==> config.mk <==
export PLATFORM = sky130hd
export DESIGN_NAME = instruction_fetch_flat
export DESIGN_NICKNAME = d
export VERILOG_FILES = /design/src/rtl/instruction_fetch_if.sv /design/src/rtl/instruction_fetch.sv /design/src/flat_wrapper.sv
export SDC_FILE = /design/constraint.sdc
export NUM_CORES = 1
export LEC_CHECK = 0
export CAP_MARGIN = 10
export CORE_ASPECT_RATIO = 1.5
export CORE_UTILIZATION = 35
export CTS_CLUSTER_SIZE = 10
export DETAILED_ROUTE_END_ITERATION = 10
export PLACE_DENSITY_LB_ADDON = 0.3
export SYNTH_ARGS = -nofsm -noshare
export SYNTH_HDL_FRONTEND = slang
export SYNTH_SLANG_ARGS = --single-unit
==> constraint.sdc <==
create_clock -name clk -period 2.08 [get_ports clk]
set_clock_uncertainty 0.15 [all_clocks]
set_input_delay 0.52 -clock clk [delete_from_list [all_inputs] [get_ports clk]]
set_output_delay 0.52 -clock clk [all_outputs]
set_load 0.01 [all_outputs]
==> src/rtl/instruction_fetch_if.sv <==
// Handshake bundle between the fetch unit, the PC register, instruction memory
// and the decode stage. The fetch unit is the master side.
interface instruction_fetch_if;
    logic [31:0] pcIn;
    logic        pcCountEnable;
    logic        flush;
    logic [31:0] memAddress;
    logic        memReadRequest;
    logic        memReady;
    logic [31:0] memDataIn;
    logic [31:0] instrOut;
    logic        instrValid;
    logic        instrReady;
    logic        fetchFault;

    modport master (
        input  pcIn,
        input  flush,
        input  memReady,
        input  memDataIn,
        input  instrReady,
        output pcCountEnable,
        output memAddress,
        output memReadRequest,
        output instrOut,
        output instrValid,
        output fetchFault
    );

    modport slave (
        output pcIn,
        output flush,
        output memReady,
        output memDataIn,
        output instrReady,
        input  pcCountEnable,
        input  memAddress,
        input  memReadRequest,
        input  instrOut,
        input  instrValid,
        input  fetchFault
    );
endinterface

==> src/rtl/instruction_fetch.sv <==
// Instruction fetch FSM: latches the PC, reads one word from memory, hands it to
// the consumer and requests the PC increment; faults on misalignment or timeout.
module instruction_fetch #(
    parameter int TIMEOUT_CYCLES = 255
) (
    input  logic                 clk,
    input  logic                 reset,
    instruction_fetch_if.master  bus
);

    typedef enum logic [1:0] {
        ADDR  = 2'b00,
        FETCH = 2'b01,
        HOLD  = 2'b10,
        FAULT = 2'b11
    } state_t;

    // Counter only has to reach TIMEOUT_CYCLES-1 before the fault is taken.
    localparam int CNT_W = (TIMEOUT_CYCLES > 1) ? $clog2(TIMEOUT_CYCLES) : 1;
    localparam logic [CNT_W-1:0] TO_LAST =
        CNT_W'((TIMEOUT_CYCLES > 0) ? (TIMEOUT_CYCLES - 1) : 0);
    localparam logic TIMEOUT_EN = (TIMEOUT_CYCLES != 0);

    state_t             state_r;
    logic [31:0]        mem_address_r;
    logic               mem_read_request_r;
    logic [31:0]        instr_out_r;
    logic               instr_valid_r;
    logic               pc_count_enable_r;
    logic               fetch_fault_r;
    logic [CNT_W-1:0]   timeout_cnt_r;
    logic               drop_r;

    logic               misaligned_s;
    logic               timeout_hit_s;
    logic               drop_now_s;

    function automatic logic is_misaligned(input logic [31:0] addr);
        return (addr[1:0] != 2'b00);
    endfunction

    // Decode of the conditions steering the FETCH and ADDR transitions.
    always_comb begin
        misaligned_s  = 1'b0;
        timeout_hit_s = 1'b0;
        drop_now_s    = 1'b0;
        misaligned_s  = is_misaligned(bus.pcIn);
        if (TIMEOUT_EN) begin
            timeout_hit_s = (timeout_cnt_r == TO_LAST);
        end else begin
            timeout_hit_s = 1'b0;
        end
        drop_now_s = drop_r | bus.flush;
    end

    // Fetch FSM with all outputs registered.
    always_ff @(posedge clk or negedge reset) begin
        if (!reset) begin
            state_r            <= ADDR;
            mem_address_r      <= 32'h0000_0000;
            mem_read_request_r <= 1'b0;
            instr_out_r        <= 32'h0000_0000;
            instr_valid_r      <= 1'b0;
            pc_count_enable_r  <= 1'b0;
            fetch_fault_r      <= 1'b0;
            timeout_cnt_r      <= '0;
            drop_r             <= 1'b0;
        end else begin
            case (state_r)
                ADDR: begin
                    mem_address_r     <= bus.pcIn;
                    pc_count_enable_r <= 1'b0;
                    instr_valid_r     <= 1'b0;
                    if (bus.flush) begin
                        state_r <= ADDR;
                    end else if (misaligned_s) begin
                        fetch_fault_r <= 1'b1;
                        state_r       <= FAULT;
                    end else begin
                        mem_read_request_r <= 1'b1;
                        timeout_cnt_r      <= '0;
                        drop_r             <= 1'b0;
                        state_r            <= FETCH;
                    end
                end
                FETCH: begin
                    // A response always ends the request; a pending or same-cycle flush discards it.
                    if (bus.memReady) begin
                        mem_read_request_r <= 1'b0;
                        timeout_cnt_r      <= '0;
                        if (drop_now_s) begin
                            drop_r  <= 1'b0;
                            state_r <= ADDR;
                        end else begin
                            instr_out_r       <= bus.memDataIn;
                            instr_valid_r     <= 1'b1;
                            pc_count_enable_r <= 1'b1;
                            state_r           <= HOLD;
                        end
                    end else if (timeout_hit_s) begin
                        mem_read_request_r <= 1'b0;
                        fetch_fault_r      <= 1'b1;
                        drop_r             <= 1'b0;
                        state_r            <= FAULT;
                    end else begin
                        timeout_cnt_r <= timeout_cnt_r + CNT_W'(1);
                        if (bus.flush) begin
                            drop_r <= 1'b1;
                        end
                    end
                end
                HOLD: begin
                    // The increment pulse covers only the first HOLD cycle.
                    pc_count_enable_r <= 1'b0;
                    if (bus.flush || bus.instrReady) begin
                        instr_valid_r <= 1'b0;
                        state_r       <= ADDR;
                    end
                end
                FAULT: begin
                    mem_read_request_r <= 1'b0;
                    instr_valid_r      <= 1'b0;
                    pc_count_enable_r  <= 1'b0;
                    if (bus.flush) begin
                        fetch_fault_r <= 1'b0;
                        state_r       <= ADDR;
                    end else begin
                        fetch_fault_r <= 1'b1;
                    end
                end
                default: begin
                    state_r            <= ADDR;
                    mem_read_request_r <= 1'b0;
                    instr_valid_r      <= 1'b0;
                    pc_count_enable_r  <= 1'b0;
                    drop_r             <= 1'b0;
                end
            endcase
        end
    end

    assign bus.memAddress     = mem_address_r;
    assign bus.memReadRequest = mem_read_request_r;
    assign bus.instrOut       = instr_out_r;
    assign bus.instrValid     = instr_valid_r;
    assign bus.pcCountEnable  = pc_count_enable_r;
    assign bus.fetchFault     = fetch_fault_r;

endmodule

==> src/flat_wrapper.sv <==
// flat-port wrapper written by rule: the top's interface ports become plain ports
module instruction_fetch_flat 
#(
    parameter int TIMEOUT_CYCLES = 255
)
  (clk, reset, bus_pcIn, bus_flush, bus_memReady, bus_memDataIn, bus_instrReady, bus_pcCountEnable, bus_memAddress, bus_memReadRequest, bus_instrOut, bus_instrValid, bus_fetchFault);
  instruction_fetch_if bus_i ();
  input  logic clk;
  input  logic reset;
  input wire logic [$bits(bus_i.pcIn)-1:0] bus_pcIn;
  input wire logic [$bits(bus_i.flush)-1:0] bus_flush;
  input wire logic [$bits(bus_i.memReady)-1:0] bus_memReady;
  input wire logic [$bits(bus_i.memDataIn)-1:0] bus_memDataIn;
  input wire logic [$bits(bus_i.instrReady)-1:0] bus_instrReady;
  output wire logic [$bits(bus_i.pcCountEnable)-1:0] bus_pcCountEnable;
  output wire logic [$bits(bus_i.memAddress)-1:0] bus_memAddress;
  output wire logic [$bits(bus_i.memReadRequest)-1:0] bus_memReadRequest;
  output wire logic [$bits(bus_i.instrOut)-1:0] bus_instrOut;
  output wire logic [$bits(bus_i.instrValid)-1:0] bus_instrValid;
  output wire logic [$bits(bus_i.fetchFault)-1:0] bus_fetchFault;
  assign bus_i.pcIn = bus_pcIn;
  assign bus_i.flush = bus_flush;
  assign bus_i.memReady = bus_memReady;
  assign bus_i.memDataIn = bus_memDataIn;
  assign bus_i.instrReady = bus_instrReady;
  assign bus_pcCountEnable = bus_i.pcCountEnable;
  assign bus_memAddress = bus_i.memAddress;
  assign bus_memReadRequest = bus_i.memReadRequest;
  assign bus_instrOut = bus_i.instrOut;
  assign bus_instrValid = bus_i.instrValid;
  assign bus_fetchFault = bus_i.fetchFault;
  instruction_fetch #(.TIMEOUT_CYCLES(TIMEOUT_CYCLES)) u_core (.clk(clk), .reset(reset), .bus(bus_i));
endmodule
==> out/results.txt, run 1 <==
Outcome - completed
Dpl hpwl - 5810 µm
Area leader, netlist - dfrtp_1
Synthesis Warnings - 0
Hold Path Depth - 1
Min-delay src - u_core.bus.instrOut[19]$_DFFE_PN0P_
Setup TNS - 0 ps
Most common cell after layout, fill and taps aside - clkdlybuf4s50_1
Root buffer cell - clkbuf_16
Reg2Reg Capture Point - u_core.timeout_cnt_r[5]$_DFFE_PN0P_
GR Overflow Total - 0
Final Cycle Share - 96.9%
Hold_ws - 355 ps
Placed Instances - 486
Setup ws final - 63.8 ps
R2R setup slack - 90 ps
Wire length of the first global-routing pass - 12500 µm
Synth area leaders - dfrtp_1, mux2_2, o21ai_0
Cell area after synthesis - 0.00319 mm²
GPL Wtd Cong - 0.842
Final Non-Filler Cells - 503
Worst-Margin Slew - 404 ps
Nets - 459
Die Wd - 80.0 µm
Arrival @ worst endpoint - 2130 ps
Setup WS pre-CTS - -378 ps
Seq/Total Area, Yosys - 61.9%
Max Fclk - 496 MHz
Syn Area/Cell - 14.2 µm²
Max incr delay on CP - 510 ps
Worst min path class - reg2reg
Final Hold Viols - 0
Die Height - 119 µm
RSZ-0062 raised after global routing - no
Min Tclk post-route - 2020 ps
Residual DRC - 0
Most frequent cells in the layout - clkdlybuf4s50_1, dfrtp_1, mux2_2, buf_4, o21ai_0
Crit Path Class - in2reg
Critical-path cell list - dlygate4sd2_1 -> or4_4 -> a211o_1 -> or4_1 -> nand2_1
Die area - 0.00951 mm²
Register bit total from synthesis - 79
Core Region - 0.00883 mm²
Post-synth cell types - 33
Bufs and invs on worst path - 1
Startpoint class of the critical path - primary input
PwrDens - 1460 mW/mm²
Clk_lat worst skew - 330 ps
Starting Density - 36.2%
Top cell type's share of synthesized area - 61.9%
Syn Nets - 296
Syn Inst Count - 225
CTS Buffer Depth - 2
Final Max Slew Viols - 0
CP max FO - 2
Crit. End Element - flop
Ant. Diodes - 0
Antenna Nets Post-Route - 0
WL final - 7700 µm
Worst vdd ir - 0.000691 V
Length of the first detailed-routing pass in iterations - 4
# IOs - 137
Aggregate global-route resource usage - 17.5%
Initial antenna violation count - 0
DR iter-0 viols - 60
Num rows - 42
Endpoint, Worst Hold - u_core.bus.instrOut[19]$_DFFE_PN0P_
CTS tree - done
CTS sink count - 79
TritonCTS Buffers - 9
Drt wl/cell - 15.3 µm
Via count - 2466
Clock slew at reported path FFs - 60 ps
P_leak - 0.00220 µW
Reg2reg start - u_core.state_r[1]$_DFFE_PN0P_
Max_cap viols - 0
Crit-path slowest cell - or4_4
Setup-failing EPs final - 0
Power consumption - 7560 µW
Critical Path RT - 2200 ps
Multi-input gate area - 0.00116 mm²
Largest net degree at the start of global routing - 33
H-tree levels - 3
Fillers - 753
Vias in the first global route - 2595
Share of cells above drive strength 1 - 27.0%
Crit path depth - 5
Area Overhead vs Synth - 62.2%
Post CTS Setup Buffer Count - 0
Vias/cell - 4.90
Reg2reg path depth - 4
Top delay family on crit path - simple AND/OR/NAND/NOR gates
Rel. slew slack - 72.3%
Port Buf Inserts - 136
Register area - 0.00198 mm²
## cell families after synthesis
| kind of cell | share of synthesized area (%) |
|---|---|
| AO/OA/AOI/OAI | 6.23 |
| adder cells (fa/ha/maj) | 0.784 |
| buffers and inverters | 1.72 |
| flip-flops | 61.9 |
| multiplexers | 22.9 |
| AND/OR/NAND/NOR | 6.43 |
## metrics by stage
stage	utilization [%]	area, µm²
2_1_floorplan	-	3190
3_3_place_gp	55.1	4860
3_5_place_dp	55.1	4860
4_1_cts	58.6	5180
5_1_grt	58.6	5180
6_report	58.6	5180
## how the worst max path moves through the flow
stage / startpoint / end
after CTS: bus_pcIn[1] / u_core.timeout_cnt_r[5]$_DFFE_PN0P_
after detailed placement: bus_pcIn[0] / u_core.timeout_cnt_r[5]$_DFFE_PN0P_
after global routing: bus_pcIn[1] / u_core.timeout_cnt_r[5]$_DFFE_PN0P_
final: bus_pcIn[1] / u_core.timeout_cnt_r[5]$_DFFE_PN0P_
after floorplan: bus_flush / u_core.timeout_cnt_r[5]$_DFFE_PN0P_
after global placement: bus_pcIn[0] / u_core.timeout_cnt_r[5]$_DFFE_PN0P_
## synthesized netlist by cell type
master	number
a2111oi_0	1
a211o_1	1
a211oi_1	1
a21o_1	1
a21oi_1	8
a41oi_1	2
and3_1	1
buf_1	2
buf_2	2
buf_6	1
clkbuf_1	4
dfrtp_1	79
ha_1	2
inv_1	3
mux2_2	64
mux2i_1	1
nand2_1	8
nand2b_1	4
nand3_1	2
nand4_1	2
nor2_1	6
nor2b_1	1
nor3_1	1
nor3b_1	2
nor4_1	1
nor4_2	2
o211ai_1	3
o21a_1	1
o21ai_0	11
o31ai_1	2
o41ai_1	1
or4_1	4
or4_4	1
## sequential cells by signal, summed over array words and instances, names as in the netlist
signal                     cells
u_core.bus.fetchFault          1
u_core.bus.instrOut           32
u_core.bus.instrValid          1
u_core.bus.memAddress         32
u_core.bus.memReadRequest      1
u_core.bus.pcCountEnable       1
u_core.drop_r                  1
u_core.state_r                 2
u_core.timeout_cnt_r           8
## cell type report
type / count / share of cell area [%]
tap: 110 / 2.66
clock buffer: 12 / 4.57
clock inverter: 4 / 1.35
timing repair buffer: 161 / 30.6
sequential: 79 / 38.2
inverter: 3 / 0.217
multi-input combinational: 134 / 22.5
## power by group
part | switching, µW | leakage [µW] | internal (µW) | total, µW
Clock | 574 | 0.000151 | 1050 | 1620
Sequential | 371 | 0.000963 | 2240 | 2620
Combinational | 1240 | 0.00109 | 2080 | 3320
Total | 2190 | 0.00220 | 5370 | 7560
## per-layer routing
metal,vias up,global-route usage [%],share of wire [%]
li1,1145,-,-
met1,1237,18.7,36
met2,67,30.6,56
met3,17,3.07,3.4
met4,0,12.3,3.9
met5,-,0,0
## repair_timing
item / in CTS / in global routing
endpoints found under the setup margin: 1 / 0
gates resized for setup: 3 / 0
hold endpoints to repair: 29 / 0
hold buffers: 1 / 0
Note: power is estimated with default switching activity, not from simulation.
==> run 2: changes to the inputs <==
clock period = 2 ns   (was 2.08 ns; I/O delays follow)
==> out/results.txt, run 2 (same netlist as run 1, synthesis figures left out) <==
Wire length of the first global-routing pass - 12600 µm
Aggregate global-route resource usage - 17.7%
Reg2reg path depth - 4
Residual DRC - 0
Worst vdd ir - 0.000761 V
H-tree levels - 3
Crit-path slowest cell - or4_4
Ant. Diodes - 0
Setup WS pre-CTS - -439 ps
GR Overflow Total - 0
Port Buf Inserts - 136
Sequential power share - 35.1%
Clock slew at reported path FFs - 60 ps
Final Cycle Share - 97.9%
Final instance area - 0.00520 mm²
Setup ws final - 41.6 ps
Length of the first detailed-routing pass in iterations - 4
Die area - 0.00951 mm²
Comb pwr share - 44.9%
Clk_lat worst skew - 330 ps
Initial antenna violation count - 0
Arrival @ worst endpoint - 2080 ps
Min-delay src - u_core.bus.pcCountEnable$_DFFE_PN0P_
Int Power - 5470 µW
Post CTS Setup Buffer Count - 0
Starting Density - 36.2%
Setup-failing EPs final - 0
WL final - 7730 µm
Fillers - 737
Vias/cell - 4.93
Dpl hpwl - 5900 µm
Share of cells above drive strength 1 - 28.3%
Switching share of total power - 29.5%
Final Hold Viols - 0
Critical-path cell list - dlygate4sd2_1 -> or4_4 -> a211o_1 -> or4_1 -> nand2_1
Clock Power Share - 20.0%
# IOs - 137
Max incr delay on CP - 540 ps
Num rows - 42
Min Tclk post-route - 1960 ps
Core Region - 0.00883 mm²
Rel. slew slack - 67.3%
Largest net degree at the start of global routing - 33
Setup TNS - 0 ps
TritonCTS Buffers - 9
CP max FO - 2
Register area - 0.00198 mm²
CTS sink count - 79
CTS Buffer Depth - 2
Crit. End Element - flop
Max_cap viols - 0
Hold Path Depth - 2
NetSw - 2290 µW
DR WL met3 - 281 µm
Outcome - completed
Most common cell after layout, fill and taps aside - clkdlybuf4s50_1
Max Fclk - 511 MHz
Multi-input gate area - 0.00118 mm²
Nets - 463
Startpoint class of the critical path - primary input
Root buffer cell - clkbuf_16
Worst min path class - reg2reg
Antenna Nets Post-Route - 0
Area Overhead vs Synth - 62.9%
Post-Route M1 WL - 2770 µm
Fin util - 58.9%
P_leak - 0.00222 µW
Crit Path Class - in2reg
Reg2Reg Capture Point - u_core.timeout_cnt_r[5]$_DFFE_PN0P_
DR WL met2 - 4370 µm
Post-DP Area - 0.00489 mm²
CTS tree - done
Final Max Slew Viols - 0
DR iter-0 viols - 115
PwrDens - 1490 mW/mm²
Max Used Layer - met4
Reg2reg start - u_core.state_r[1]$_DFFE_PN0P_
RSZ-0062 raised after global routing - yes
Die Height - 119 µm
Via count - 2494
Die Wd - 80.0 µm
Worst-Margin Slew - 477 ps
Drt wl/cell - 15.3 µm
Vias in the first global route - 2630
Most frequent cells in the layout - clkdlybuf4s50_1, dfrtp_1, mux2_2, buf_4, o21ai_0
Endpoint, Worst Hold - u_core.bus.pcCountEnable$_DFFE_PN0P_
Critical Path RT - 2120 ps
R2R setup slack - 90 ps
GPL Wtd Cong - 0.878
==> run 2: changes by cell type in the layout (fill, tap and decap cells not counted), sizes merged <==
cell    previous run  this run
buf               25        29
clkinv             2         4
clkbuf            12        10
bufinv             2         1
==> run 2: how the worst max path moves through the flow <==
stage,to,from,slack (ps),cells past startpoint
finish,u_core.timeout_cnt_r[5]$_DFFE_PN0P_,bus_pcIn[0],40,5
global route,u_core.timeout_cnt_r[7]$_DFFE_PN0P_,bus_pcIn[0],-3,6
CTS,u_core.timeout_cnt_r[5]$_DFFE_PN0P_,bus_pcIn[0],50,5
detailed placement,u_core.timeout_cnt_r[5]$_DFFE_PN0P_,bus_pcIn[0],-440,5
global placement,u_core.timeout_cnt_r[5]$_DFFE_PN0P_,bus_pcIn[0],-420,5
floorplan,u_core.timeout_cnt_r[5]$_DFFE_PN0P_,bus_flush,20,5
==> run 2: final cells by class <==
class	count	share of cell area [%]
Inverter	3	0.217
Sequential cell	79	38.0
Timing Repair Buffer	165	31.0
Multi-Input combinational cell	134	22.7
Tap cell	110	2.65
Clock inverter	5	0.962
Clock buffer	10	4.40
==> run 2: repair_timing <==
item                                    CTS  global route
endpoints found under the setup margin    2             3
hold buffers                              1             0
hold endpoints to repair                 28             0
pin swaps                                 2             1
gates resized for setup                   3             3
==> run 2: routing by layer <==
metal / track usage (%) / vias to the layer above
li1: - / 1156
met1: 18.3 / 1249
met2: 31.7 / 68
met3: 3.83 / 21
met4: 10.8 / 0
met5: 0 / -
==> run 2: power by group through the flow <==
stage          clock network [µW]  registers, µW  logic (µW)
2_1_floorplan                   0           3040        1200
3_3_place_gp                    0           2710        3480
3_5_place_dp                    0           2750        3510
4_1_cts                      1610           2730        3530
5_1_grt                      1660           2810        3720
6_report                     1550           2720        3490
==> run 2: through the flow <==
step	total power (µW)	hold slack, ps	cells
after CTS	7860	356	506
final	7760	351	506
after detailed placement	6260	318	490
after global placement	6190	316	490
after global routing	8190	369	506
after floorplan	4240	54.4	225
==> run 2: critical path, delay by kind of cell <==
family / cells / cell delay, ps
and+or+nand+nor: 3 / 1020
buffers and inverters: 1 / 250
AOI/OAI and AO/OA: 1 / 320
